<file path="config.mk">
export PLATFORM = sky130hd
export DESIGN_NAME = mem_arbiter_flat
export DESIGN_NICKNAME = d
export VERILOG_FILES = /design/src/rtl/mem_arbiter_if.sv /design/src/rtl/mem_arbiter.sv /design/src/flat_wrapper.sv
export SDC_FILE = /design/constraint.sdc
export NUM_CORES = 1
export LEC_CHECK = 0
export BUFFER_PORTS_ARGS = -buffer_cell sky130_fd_sc_hd__buf_4
export CORE_ASPECT_RATIO = 0.75
export CORE_UTILIZATION = 48
export CTS_CLUSTER_DIAMETER = 120
export DETAILED_ROUTE_END_ITERATION = 10
export PLACE_DENSITY = 0.8
export SLEW_MARGIN = 20
export SYNTH_ARGS = -nofsm -noshare
export SYNTH_HDL_FRONTEND = slang
export SYNTH_SLANG_ARGS = --single-unit
</file>
<file path="constraint.sdc">
create_clock -name clock -period 2.6 [get_ports clock]
set_clock_uncertainty 0.15 [all_clocks]
set_input_delay 0.39 -clock clock [delete_from_list [all_inputs] [get_ports clock]]
set_output_delay 0.39 -clock clock [all_outputs]
set_load 0.05 [all_outputs]
</file>
<file path="src/rtl/mem_arbiter_if.sv">
// Requester-side handshake bundle for one port of the RAM arbiter.
// The requester drives the request fields; the arbiter returns data and a ready pulse.
interface mem_arbiter_if #(
  parameter int ADDR_W = 16,
  parameter int DATA_W = 16
);
  logic              req;
  logic              we;
  logic [ADDR_W-1:0] addr;
  logic [DATA_W-1:0] wdata;
  logic [DATA_W-1:0] rdata;
  logic              ready;

  modport master (output req, we, addr, wdata, input rdata, ready);
  modport slave  (input req, we, addr, wdata, output rdata, ready);
endinterface

</file>
<file path="src/rtl/mem_arbiter.sv">
// Round-robin arbiter and access sequencer sharing the LC-3 RAM between the CPU
// and an I/O requester, with a wait-state timeout against a RAM that never answers.
module mem_arbiter #(
  parameter int ADDR_W  = 16,
  parameter int DATA_W  = 16,
  parameter int TIMEOUT = 15
) (
  input  logic              clock,
  input  logic              reset,
  mem_arbiter_if.slave      cpu,
  mem_arbiter_if.slave      io,
  output logic              mem_read,
  output logic              mem_write,
  output logic [ADDR_W-1:0] mem_addr,
  output logic [DATA_W-1:0] mem_wdata,
  input  logic [DATA_W-1:0] mem_rdata,
  input  logic              mem_r,
  output logic              busy,
  output logic              err
);

  typedef enum logic [1:0] {IDLE, ACCESS, WAIT, DONE} state_t;

  localparam logic [7:0] TO_LAST = 8'(TIMEOUT - 1);

  state_t            state, state_nx;
  logic              grant_io, last_io;
  logic              we_q;
  logic [ADDR_W-1:0] addr_q;
  logic [DATA_W-1:0] wdata_q;
  logic [7:0]        cnt;
  logic              abort, dropped;
  logic [DATA_W-1:0] cpu_rdata_q, io_rdata_q;

  logic              take, pick_io, timeout_hit, finish, gnt_req, strobe;
  logic [DATA_W-1:0] cap;

  assign gnt_req     = grant_io ? io.req : cpu.req;
  assign timeout_hit = (state == WAIT) && !mem_r && (cnt == TO_LAST);
  assign finish      = (state == WAIT) && (mem_r || timeout_hit);
  assign cap         = (mem_r && !we_q) ? mem_rdata : '0;

  always_comb begin
    state_nx = state;
    take     = 1'b0;
    pick_io  = 1'b0;
    case (state)
      IDLE: begin
        if (cpu.req || io.req) begin
          take     = 1'b1;
          // With both requesting, the port that did not win last time goes first.
          pick_io  = io.req && (!cpu.req || !last_io);
          state_nx = ACCESS;
        end
      end
      ACCESS:  state_nx = WAIT;
      WAIT:    if (finish) state_nx = DONE;
      DONE:    state_nx = IDLE;
      default: state_nx = IDLE;
    endcase
  end

  always_ff @(posedge clock or posedge reset) begin
    if (reset) begin
      state       <= IDLE;
      grant_io    <= 1'b0;
      last_io     <= 1'b1;
      cnt         <= '0;
      abort       <= 1'b0;
      dropped     <= 1'b0;
      cpu_rdata_q <= '0;
      io_rdata_q  <= '0;
    end else begin
      state <= state_nx;
      if (take) begin
        grant_io <= pick_io;
        last_io  <= pick_io;
        abort    <= 1'b0;
        dropped  <= 1'b0;
      end
      if (state == ACCESS)
        cnt <= '0;
      else if (state == WAIT && !mem_r && cnt != 8'hFF)
        cnt <= cnt + 8'd1;
      // A requester that lets go mid-access forfeits its completion.
      if ((state == ACCESS || state == WAIT) && !gnt_req)
        dropped <= 1'b1;
      if (finish) begin
        abort <= timeout_hit;
        if (gnt_req && !dropped) begin
          if (grant_io) io_rdata_q  <= cap;
          else          cpu_rdata_q <= cap;
        end
      end
    end
  end

  // Transaction latches: captured once at grant, ignored afterwards.
  always_ff @(posedge clock) begin
    if (take) begin
      we_q    <= pick_io ? io.we    : cpu.we;
      addr_q  <= pick_io ? io.addr  : cpu.addr;
      wdata_q <= pick_io ? io.wdata : cpu.wdata;
    end
  end

  assign strobe    = (state == ACCESS) || (state == WAIT);
  assign mem_read  = strobe && !we_q;
  assign mem_write = strobe && we_q;
  assign mem_addr  = strobe ? addr_q  : '0;
  assign mem_wdata = strobe ? wdata_q : '0;
  assign busy      = (state != IDLE);
  assign err       = (state == DONE) && abort;

  assign cpu.ready = (state == DONE) && !dropped && !grant_io;
  assign io.ready  = (state == DONE) && !dropped && grant_io;
  assign cpu.rdata = cpu_rdata_q;
  assign io.rdata  = io_rdata_q;

endmodule

</file>
<file path="src/flat_wrapper.sv">
// flat-port wrapper written by rule: the top's interface ports become plain ports
module mem_arbiter_flat 
#(
  parameter int ADDR_W  = 16,
  parameter int DATA_W  = 16,
  parameter int TIMEOUT = 15
)
  (clock, reset, mem_read, mem_write, mem_addr, mem_wdata, mem_rdata, mem_r, busy, err, cpu_req, cpu_we, cpu_addr, cpu_wdata, cpu_rdata, cpu_ready, io_req, io_we, io_addr, io_wdata, io_rdata, io_ready);
  mem_arbiter_if #(.ADDR_W(ADDR_W), .DATA_W(DATA_W)) cpu_i ();
  mem_arbiter_if #(.ADDR_W(ADDR_W), .DATA_W(DATA_W)) io_i ();
  input  logic clock;
  input  logic reset;
  output logic mem_read;
  output logic mem_write;
  output logic [ADDR_W-1:0] mem_addr;
  output logic [DATA_W-1:0] mem_wdata;
  input  logic [DATA_W-1:0] mem_rdata;
  input  logic mem_r;
  output logic busy;
  output logic err;
  input wire logic [$bits(cpu_i.req)-1:0] cpu_req;
  input wire logic [$bits(cpu_i.we)-1:0] cpu_we;
  input wire logic [$bits(cpu_i.addr)-1:0] cpu_addr;
  input wire logic [$bits(cpu_i.wdata)-1:0] cpu_wdata;
  output wire logic [$bits(cpu_i.rdata)-1:0] cpu_rdata;
  output wire logic [$bits(cpu_i.ready)-1:0] cpu_ready;
  input wire logic [$bits(io_i.req)-1:0] io_req;
  input wire logic [$bits(io_i.we)-1:0] io_we;
  input wire logic [$bits(io_i.addr)-1:0] io_addr;
  input wire logic [$bits(io_i.wdata)-1:0] io_wdata;
  output wire logic [$bits(io_i.rdata)-1:0] io_rdata;
  output wire logic [$bits(io_i.ready)-1:0] io_ready;
  assign cpu_i.req = cpu_req;
  assign cpu_i.we = cpu_we;
  assign cpu_i.addr = cpu_addr;
  assign cpu_i.wdata = cpu_wdata;
  assign cpu_rdata = cpu_i.rdata;
  assign cpu_ready = cpu_i.ready;
  assign io_i.req = io_req;
  assign io_i.we = io_we;
  assign io_i.addr = io_addr;
  assign io_i.wdata = io_wdata;
  assign io_rdata = io_i.rdata;
  assign io_ready = io_i.ready;
  mem_arbiter #(.ADDR_W(ADDR_W), .DATA_W(DATA_W), .TIMEOUT(TIMEOUT)) u_core (.clock(clock), .reset(reset), .cpu(cpu_i), .io(io_i), .mem_read(mem_read), .mem_write(mem_write), .mem_addr(mem_addr), .mem_wdata(mem_wdata), .mem_rdata(mem_rdata), .mem_r(mem_r), .busy(busy), .err(err));
endmodule
</file>
==> results.yml <==
clock_tree:
  cts-hold-fix-buffers: 0
  cts_tree: "built"
  postCtsSetupBuffers: 0
  postCtsResizedCells: 1
  clockBufferDepth: 2
  htree_levels: 3
  path_clk_slew_ns: 0.08
  clock_sinks: 79
  cts_buffers: 9
  insertion_delay_ns: 0.35
  cts_root_buf: "clkbuf_8"
global_route:
  grt_pass1_vias: 2798
  grt_pass1_wl_mm: 13.5
  antenna_found_initial: 0
  grt_remaining_overflow: 0
  grt_max_degree: 47
  grt_usage_pct: 21.3
detailed_routing:
  drt-total-wl_mm: 8.35
  vias: 2684
  ant_nets: 0
  viasPerCell: 4.96
  wl_per_cell_um: 15.4
  route.detailed.drc: 0
  drt_iter0_markers: 67
  dr.pass1.iters: 4
layout:
  seqCellArea_um2: 2140
  layout-drive-gt1-share_pct: 57.0
  nets: 528
  layout_common_cells: "buf_4 (162), mux2_2 (56), and2_1 (50), dfrtp_1 (45), edfxtp_1 (33)"
  fillers: 544
  area_delta_synth_final_pct: 39.2
  final_common_cell: "buf_4"
  multi_input_area_um2: 1580
  diodes: 0
  fin_cells: 541
die:
  rows: 27
  die-area_um2: 8310
  die_x_um: 105
  die_y_um: 79.2
  io_pins: 157
  core_um2: 7500
  initial_core_util_pct: 50.8
critical_path:
  regToRegEndpoint: "u_core.cpu.rdata[15]"
  worst_ep_arrival_time_ns: 1.77
  path_cells: "inv_1 -> ha_4 -> and2_1 -> buf_4"
  cp_slowest_stage_delay_ns: 0.45
  path_max_fanout: 35
  cp_data_required_time_ns: 2.06
  path_class: "reg2out"
  rrSetupSlack_ns: 0.34
  slowest_stage: "ha_4"
  r2r_cells: 4
  r2r_start: "u_core.cnt[4]"
  cp-end-kind: "output pin"
  critPathLaunchType: "flop"
timing:
  finalCriticalPeriod_ns: 2.31
  setup_tns_ns: 0
  maxSlewViolCount: 0
  rsz0062_at_grt: "no"
  tightest_slew_ns: 0.949
  worst_slack_ns: 0.290
  period_share_pct: 88.8
  slew_headroom_pct: 36.6
  max_freq_mhz: 433
  setup_viol: 0
  hold_viol_final: 0
logic_synthesis:
  synth_seq_cells: 79
  ys_types: 39
  synth_nets: 369
  ys_seq_area_share_pct: 56.2
  synthCells: 276
  synth.avg_cell_area_um2: 13.8
  syn_area_um2: 3810
  yosys_warnings: 0
placed_design:
  gp_congestion: 0.802
  dp.cells: 525
  post-place-ws_ns: 0.285
  dp_hpwl_mm: 6.21
  io_buffer_count: 156
pwr:
  peakVddDrop_mv: 0.919
  p_leak_nw: 2.51
  p_per_area_nw_per_um2: 1330
worst_hold_path:
  hold_path.class: "in2async"
flow_run:
  drv_cap: 0
outcome:
  status: "finished, final reports clean"
[per-stage QoR]
step | hold slack (ns) | util, % | instance area (um^2) | total power [W]
3_3_place_gp | 0.340 | 67.8 | 5080 | 0.00602
5_1_grt | 0.0687 | 70.8 | 5310 | 0.00737
3_5_place_dp | 0.347 | 67.8 | 5080 | 0.00607
4_1_cts | 0.0388 | 70.6 | 5300 | 0.00707
6_report | 0.0145 | 70.8 | 5310 | 0.00705
2_1_floorplan | 0.327 | - | 3810 | 0.00480
[kinds of logic (layout without fill, tap and decap cells)]
family | Yosys count | after routing | synth area share [%]
simple gates | 81 | 81 | 13.7
flops | 79 | 79 | 56.2
mux | 66 | 66 | 20.5
buf+inv | 21 | 185 | 2.92
compound gates | 16 | 16 | 3.12
xor+xnor | 7 | 7 | 1.61
fa+ha+maj | 6 | 6 | 1.97
[layer usage]
| metal | routed length, um | track usage, % | vias to the layer above |
|---|---|---|---|
| met5 | 0 | 0 | - |
| li1 | - | - | 1291 |
| met4 | 93 | 5.92 | 0 |
| met1 | 3340 | 25.2 | 1311 |
| met2 | 4460 | 37.0 | 73 |
| met3 | 461 | 7.80 | 9 |
[worst max-delay path by stage]
stage                         start          endpoint  slack, ns  cells after the start
finish              u_core.state[0]      mem_addr[12]       0.29                      4
global route        u_core.state[0]       mem_addr[9]       0.15                      4
CTS                 u_core.state[0]      mem_addr[13]       0.12                      4
detailed placement  u_core.state[0]      mem_addr[13]       0.29                      4
global placement    u_core.state[0]      mem_addr[13]       0.30                      4
floorplan           u_core.state[0]  u_core.addr_q[0]       0.31                      6
[layout make-up]
class	count	area share, %
flip-flops and latches	79	40.4
clock buffers	10	2.41
multi-input cells	176	29.8
repair buffers	162	22.9
clock inverters	6	1.60
inverters	7	0.495
well taps	101	2.38
[where the power goes]
group / internal (W) / switching (W) / total, W
registers: 0.00174 / 0.000191 / 0.00193
clock network: 0.000537 / 0.000448 / 0.000986
logic: 0.00139 / 0.00274 / 0.00413
[critical path: cells and delay by family, from the launching register on]
family        cells  cell delay (ns)
fa+ha+maj         1             0.45
buf+inv           2             0.33
flops             1             0.43
simple gates      1             0.19
[registers in the layout (all words and copies together) (netlist names)]
register and cells:
u_core.addr_q 16, u_core.cpu.rdata 16, u_core.io.rdata 16, u_core.wdata_q 16, u_core.cnt 8, u_core.state 2, u_core.abort 1, u_core.dropped 1
u_core.grant_io 1, u_core.last_io 1, u_core.we_q 1
[cell usage after synthesis (all sizes together)]
library cell / n / area (um^2)
dfstp: 1 / 26.3
a32oi: 1 / 8.76
nor4b: 2 / 32.5
and2: 50 / 313
nand3: 2 / 10.0
nor2: 9 / 33.8
nand2b: 2 / 12.5
or4b: 1 / 13.8
nand4: 2 / 12.5
nor3b: 1 / 7.51
dfrtp: 45 / 1130
ha: 6 / 75.1
nor2b: 3 / 18.8
nand2: 4 / 15.0
o22a: 1 / 8.76
nor4: 1 / 21.3
a32o: 1 / 10.0
a211oi: 3 / 22.5
and3b: 1 / 8.76
a2111oi: 2 / 17.5
a21oi: 4 / 23.8
edfxtp: 33 / 991
o21ai: 1 / 5.00
inv: 7 / 26.3
a22oi: 1 / 7.51
buf: 5 / 51.3
and3: 2 / 12.5
a21o: 2 / 15.0
mux2: 66 / 781
xor2: 1 / 8.76
clkbuf: 9 / 33.8
and4: 1 / 10.0
xnor2: 6 / 52.6
Note: power is estimated with default switching activity, not from simulation.
